<file path="config.mk">
export PLATFORM = sky130hd
export DESIGN_NAME = module_instr_fetch
export DESIGN_NICKNAME = d
export VERILOG_FILES = /design/src/rtl/module_isa_defs_pkg.sv /design/src/rtl/module_instr_fetch_queue.sv /design/src/rtl/module_instr_fetch.sv
export SDC_FILE = /design/constraint.sdc
export NUM_CORES = 1
export LEC_CHECK = 0
export ABC_AREA = 1
export BUFFER_PORTS_ARGS = -buffer_cell sky130_fd_sc_hd__clkbuf_2
export CAP_MARGIN = 20
export CORE_MARGIN = 5
export CORE_UTILIZATION = 25
export DETAILED_ROUTE_END_ITERATION = 12
export SLEW_MARGIN = 25
export SYNTH_ARGS = -nofsm -noshare
export SYNTH_HDL_FRONTEND = slang
export SYNTH_SLANG_ARGS = --single-unit
</file>
<file path="constraint.sdc">
create_clock -name clk -period 3.2 [get_ports clk]
set_clock_uncertainty 0.2 [all_clocks]
set_input_delay 0.16 -clock clk [delete_from_list [all_inputs] [get_ports clk]]
set_output_delay 0.16 -clock clk [all_outputs]
set_load 0.05 [all_outputs]
</file>
<file path="src/rtl/module_isa_defs_pkg.sv">
// ISA constants shared by the fetch unit and the control unit decoder.
// Opcode occupies the top OPCODE bits of each instruction word.
package module_isa_defs;

  localparam int unsigned ISA_OPCODE_W = 3;
  localparam int unsigned ISA_INSTR_W  = 16;
  localparam int unsigned ISA_ADDR_W   = 8;
  localparam int unsigned ISA_OP_MSB   = ISA_INSTR_W - 1;

  localparam logic [ISA_OPCODE_W-1:0] OP_ADD  = 3'b000;
  localparam logic [ISA_OPCODE_W-1:0] OP_MOVI = 3'b001;
  localparam logic [ISA_OPCODE_W-1:0] OP_HALT = 3'b111;

  typedef enum logic [1:0] {
    FETCH_IDLE   = 2'd0,
    FETCH_RUN    = 2'd1,
    FETCH_HALTED = 2'd2
  } fetch_state_e;

endpackage

</file>
<file path="src/rtl/module_instr_fetch_queue.sv">
// Two-entry FIFO of {addr, word} between instruction memory return and decode.
// Head outputs read as zero while empty; flush wins over push and pop.
module module_fetch_queue #(
  parameter int unsigned ADDR_W  = 8,
  parameter int unsigned INSTR_W = 16
) (
  input  logic               clk,
  input  logic               rst,
  input  logic               push,
  input  logic [ADDR_W-1:0]  push_addr,
  input  logic [INSTR_W-1:0] push_word,
  input  logic               pop,
  input  logic               flush,
  output logic [1:0]         count,
  output logic [ADDR_W-1:0]  head_addr,
  output logic [INSTR_W-1:0] head_word
);

  logic [ADDR_W-1:0]  addr_q [2];
  logic [INSTR_W-1:0] word_q [2];
  logic               rd_ptr;
  logic               wr_ptr;

  always_ff @(posedge clk) begin
    if (rst) begin
      count  <= 2'd0;
      rd_ptr <= 1'b0;
      wr_ptr <= 1'b0;
      for (int i = 0; i < 2; i++) begin
        addr_q[i] <= '0;
        word_q[i] <= '0;
      end
    end else if (flush) begin
      count  <= 2'd0;
      rd_ptr <= 1'b0;
      wr_ptr <= 1'b0;
    end else begin
      if (push) begin
        addr_q[wr_ptr] <= push_addr;
        word_q[wr_ptr] <= push_word;
        wr_ptr         <= ~wr_ptr;
      end
      if (pop) begin
        rd_ptr <= ~rd_ptr;
      end
      count <= count + 2'(push) - 2'(pop);
    end
  end

  assign head_addr = (count != 2'd0) ? addr_q[rd_ptr] : '0;
  assign head_word = (count != 2'd0) ? word_q[rd_ptr] : '0;

endmodule

</file>
<file path="src/rtl/module_instr_fetch.sv">
// Instruction fetch/issue: walks pc through a 1-cycle-latency instruction memory,
// queues returned words and hands them to decode over valid/ready.
module module_instr_fetch
  import module_isa_defs::*;
#(
  parameter int unsigned        OPCODE  = ISA_OPCODE_W,
  parameter int unsigned        INSTR_W = ISA_INSTR_W,
  parameter int unsigned        ADDR_W  = ISA_ADDR_W,
  parameter logic [OPCODE-1:0]  HALT_OP = OPCODE'(OP_HALT)
) (
  input  logic               clk,
  input  logic               rst,
  input  logic               start,
  input  logic [ADDR_W-1:0]  start_pc,
  input  logic               redirect_valid,
  input  logic [ADDR_W-1:0]  redirect_pc,
  output logic               imem_rd_en,
  output logic [ADDR_W-1:0]  imem_addr,
  input  logic [INSTR_W-1:0] imem_rdata,
  output logic               instr_valid,
  input  logic               instr_ready,
  output logic [INSTR_W-1:0] instr_word,
  output logic [OPCODE-1:0]  opcode,
  output logic [ADDR_W-1:0]  instr_pc,
  output logic               halted
);

  fetch_state_e       state_q, state_d;
  logic [ADDR_W-1:0]  pc_q, pc_d;
  logic [ADDR_W-1:0]  iss_addr_q, iss_addr_d;
  logic               inflight_q, inflight_d;
  logic               drop_q, drop_d;
  logic               halt_seen_q, halt_seen_d;

  logic [1:0]         count;
  logic [ADDR_W-1:0]  head_addr;
  logic [INSTR_W-1:0] head_word;
  logic               pop;
  logic               push;
  logic               push_is_halt;
  logic               in_run;
  logic               redir;
  logic               issue;
  logic [2:0]         occupancy;

  assign in_run       = (state_q == FETCH_RUN);
  assign redir        = in_run & redirect_valid;
  assign instr_valid  = (count != 2'd0);
  assign pop          = instr_valid & instr_ready;
  // Slots already claimed after this cycle's pop: queued words plus the pending return.
  assign occupancy    = 3'(count) + 3'(inflight_q) - 3'(pop);
  assign issue        = in_run & ~redirect_valid & ~halt_seen_q & (occupancy < 3'd2);
  assign push         = in_run & inflight_q & ~drop_q & ~halt_seen_q;
  assign push_is_halt = (imem_rdata[INSTR_W-1 -: OPCODE] == HALT_OP);

  module_fetch_queue #(
    .ADDR_W  (ADDR_W),
    .INSTR_W (INSTR_W)
  ) u_queue (
    .clk       (clk),
    .rst       (rst),
    .push      (push),
    .push_addr (iss_addr_q),
    .push_word (imem_rdata),
    .pop       (pop),
    .flush     (redir),
    .count     (count),
    .head_addr (head_addr),
    .head_word (head_word)
  );

  always_ff @(posedge clk) begin
    if (rst) begin
      state_q     <= FETCH_IDLE;
      pc_q        <= '0;
      iss_addr_q  <= '0;
      inflight_q  <= 1'b0;
      drop_q      <= 1'b0;
      halt_seen_q <= 1'b0;
    end else begin
      state_q     <= state_d;
      pc_q        <= pc_d;
      iss_addr_q  <= iss_addr_d;
      inflight_q  <= inflight_d;
      drop_q      <= drop_d;
      halt_seen_q <= halt_seen_d;
    end
  end

  always_comb begin
    state_d     = state_q;
    pc_d        = pc_q;
    iss_addr_d  = iss_addr_q;
    inflight_d  = 1'b0;
    drop_d      = 1'b0;
    halt_seen_d = halt_seen_q;
    case (state_q)
      FETCH_IDLE, FETCH_HALTED: begin
        if (start) begin
          state_d     = FETCH_RUN;
          pc_d        = start_pc;
          halt_seen_d = 1'b0;
        end
      end
      FETCH_RUN: begin
        if (redirect_valid) begin
          pc_d        = redirect_pc;
          drop_d      = inflight_q;
          halt_seen_d = 1'b0;
        end else begin
          if (issue) begin
            pc_d       = pc_q + ADDR_W'(1);
            inflight_d = 1'b1;
            iss_addr_d = pc_q;
          end
          if (push && push_is_halt) begin
            halt_seen_d = 1'b1;
          end
          // Anything returning alongside the last pop is discarded, so an empty queue means done.
          if (halt_seen_q && ((count - 2'(pop)) == 2'd0)) begin
            state_d = FETCH_HALTED;
          end
        end
      end
      default: state_d = FETCH_IDLE;
    endcase
  end

  assign imem_rd_en = issue;
  assign imem_addr  = pc_q;
  assign instr_word = head_word;
  assign instr_pc   = head_addr;
  assign opcode     = head_word[INSTR_W-1 -: OPCODE];
  assign halted     = (state_q == FETCH_HALTED);

endmodule

</file>
==> implementation parameters <==
Parameter                              Value

Finish
  Antenna diode count ... 0
  Fin nets ... 585
  Core utilization of the finished layout ... 32.7%
  Share of layout cells above drive strength 1 ... 25.0%
  Area added between synthesis and finish ... 28.3%
  Layout fillers ... 1552
  Non-filler cells in the finished layout ... 733

Synth
  Synth Area in Simple Gates ... 29.8%
  Area of the mapped netlist ... 0.00371 mm^2
  Cell with the most instances after synthesis ... nand2_1
  Number of synthesized register bits ... 74
  Most frequent cells after synthesis ... 114 x nand2_1, 81 x nor2_1, 52 x inv_1
  Library cell with the largest summed area after synthesis ... edfxtp_1
  Leading post-synthesis cells by cell area ... edfxtp_1 39%, dfxtp_1 14%, nand2_1 12%
  Adder-cell share of the synthesized area ... 1.55%
  Largest family of logic cells by synthesized area ... simple AND/OR/NAND/NOR gates
  Synthesized area per cell ... 8.32 um^2
  Synth Area in XOR/XNOR ... 0.236%
  Warnings from Yosys ... 0
  Synth Net Count ... 487
  Share of the synthesized area in the top cell type ... 38.8%
  Compound-cell area share of the yosys netlist ... 5.39%
  Post-synthesis mux area share ... 0%
  Count of flip-flops with a built-in enable after synthesis ... 48
  Share of synthesized flip-flops with an asynchronous set or reset ... 0%
  Main flop type after synthesis ... edfxtp_1
  Cells after synthesis ... 446
  Share of synthesized area occupied by flip-flops and latches ... 52.9%
  Unique masters post-synth ... 28

Setup path
  Category of the critical setup timing path ... flip-flop to output pin
  Critical-path maximum fanout ... 10
  Critical Path End Type ... output pin
  Startpoint types ... flip-flop
  Required time at the worst-slack endpoint ... 2.84 ns
  Data arrival time at the worst-slack endpoint ... 2.53 ns

Route
  Residual DRC ... 0
  Avg Vias per Cell ... 4.06
  DRT iter0 DRCs ... 188
  Router iterations before antenna repair ... 4
  Number of nets still failing antenna checks after routing ... 0
  Vias after detailed routing ... 2974
  WL final ... 8600 um
  Average wire per cell in the routed design ... 11.7 um

Floorplan
  Number of top-level pins ... 75
  Die footprint ... 0.0174 mm^2
  Core ar. ... 0.0145 mm^2
  Effective utilization at floorplan ... 25.5%
  Num rows ... 44
  Height of the die ... 132 um
  Width of the die ... 132 um

STA
  RSZ-0062 raised after global routing ... false
  Final hold viol count ... 0
  Number of setup violations in the final report ... 0
  Clock period minus worst slack ... 2.89 ns
  Final Max Tran Viols ... 0
  Final cycle utilization of the critical path ... 90.2%
  Peak Freq ... 346 MHz
  Smallest setup slack after layout ... 0.314 ns
  Worst Max-Slew Pin Slew ... 0.531 ns
  Final sum of negative setup slack ... 0 ns
  Relative max-transition margin ... 64.6%

Power
  LEAKAGE ... 2.13 nW
  Total Power Consumption ... 2.46 mW
  Worst voltage drop across the vdd grid ... 0.247 mV
  Power per Cell Area ... 518 mW/mm^2

Clock tree
  Register clock-pin slew on the reported worst setup and hold paths ... 0.06 ns
  TritonCTS clock tree ... built
  TritonCTS buffer count ... 9
  Resize count post-CTS ... 0
  Total clock sinks ... 74
  Maximum number of buffers from clock root to sink ... 2
  Latest clock arrival within the worst-skew pair ... 0.33 ns
  H-tree depth reported by CTS ... 3
  Root buffer selected by CTS ... clkbuf_16

GRT
  First-pass GRT wire length ... 14800 um
  Vias in the first global route ... 3061
  Met1 GRT Util ... 13.2%
  Largest net degree at the start of global routing ... 26
  GRT Residual Overflow ... 0
  Antenna violations before repair ... 0
  Routing usage on met3 ... 3.85%
  Met2 Usage GRT ... 16.9%
  Global Route Usage Sum ... 10.3%
  Global route hottest layer ... met2

Placement
  Final GP Congestion ... 0.741
  # port buffers ... 74
  Post-Place Cells ... 692
  Hpwl dp ... 5890 um
  Dpl ws ... 0.632 ns

Outcome
  Status ... completed

Hold path
  Min-Delay Path Class ... input pin to flip-flop

Run
  Max Cap Viol ... 0
==> flip-flops by register name, summed over array words and instances, names as in the netlist, named ones only <==
register,cells
u_queue.word_q,32
halt_seen_q,1
u_queue.wr_ptr,1
iss_addr_q,8
imem_addr,8
u_queue.rd_ptr,1
drop_q,1
u_queue.addr_q,16
state_q,2
u_queue.count,2
inflight_q,1
==> stage by stage <==
| step | instance area [um^2] | hold WS (ns) |
|---|---|---|
| after floorplan | 3710 | 0.0291 |
| after global placement | 4220 | 0.238 |
| after detailed placement | 4220 | 0.234 |
| after CTS | 4760 | 0.00305 |
| after global routing | 4760 | 0.0594 |
| final | 4760 | 0.00720 |
==> per-layer routing <==
metal  vias up  part of all wire, %
met5         -                    0
met4         0                 0.59
met3         6                  7.1
met2        78                   45
met1      1307                   48
li1       1583                    -
==> kinds of logic after synthesis <==
kind of cell,after synthesis
simple gates,248
compound gates,40
buf+inv,79
xor+xnor,1
flops,74
fa+ha+maj,4
==> critical path, stage by stage (launching register included) <==
cell and delay [ns]:
dfxtp_1 0.42, nor2_2 0.07, nor2_1 0.12, nand2_1 0.14
nand2_1 0.11, nand2_1 0.07, fa_1 0.48, inv_1 0.04
nor2_1 0.15, nand3_4 0.13, nor2_8 0.17, clkbuf_2 0.31
==> layout by cell type, fill, tap and decap left out <==
master	count
nand3_1	15
clkinv_2	1
bufinv_16	1
fa_1	1
nand3_4	2
nor2_4	2
clkinvlp_2	1
clkinvlp_4	1
inv_1	52
clkbuf_16	9
nand2_2	2
inv_6	2
inv_4	1
clkbuf_2	74
o21ai_0	9
xnor2_1	1
dlygate4sd3_1	25
nor2_1	80
nand2_1	114
dfxtp_1	26
inv_2	8
buf_4	6
or2_2	1
nand2_4	3
edfxtp_1	48
a21oi_1	31
nor2_8	1
nor2_2	21
nand3_2	1
nand4_1	4
ha_1	3
clkbuf_1	1
nor3_1	2
==> power breakdown <==
| group | leakage (nW) | internal, mW | switching, mW |
|---|---|---|---|
| Sequential | 0.709 | 1.06 | 0.0376 |
| Clock | 0.139 | 0.606 | 0.388 |
| Combinational | 1.28 | 0.116 | 0.251 |
==> final timing paths <==
kind	start	end	slack, ns	depth (start not counted)
worst min register to register	inflight_q	drop_q	0.27	2
worst max-delay path	u_queue.count[1]	imem_rd_en	0.31	11
worst max register to register	u_queue.count[1]	imem_addr[5]	0.71	14
worst min-delay path	start_pc[4]	imem_addr[4]	0.007	7
==> repair_timing <==
item | in CTS | in global routing
setup endpoints to repair | 0 | 0
hold buffers | 25 | 0
buffers inserted | 0 | 0
endpoints found under the hold margin | 40 | 0
==> area by class of cell <==
cell class / instances / area, um^2 / area share, %
clock buffer: 10 / 229 / 4.81
clock inverter: 6 / 65.1 / 1.37
inverter: 61 / 231 / 4.86
multi-input combinational: 293 / 1380 / 28.9
sequential: 74 / 1960 / 41.2
tap: 184 / 230 / 4.84
timing repair buffer: 105 / 666 / 14.0
No activity file was read; power rests on OpenSTA's default activity.
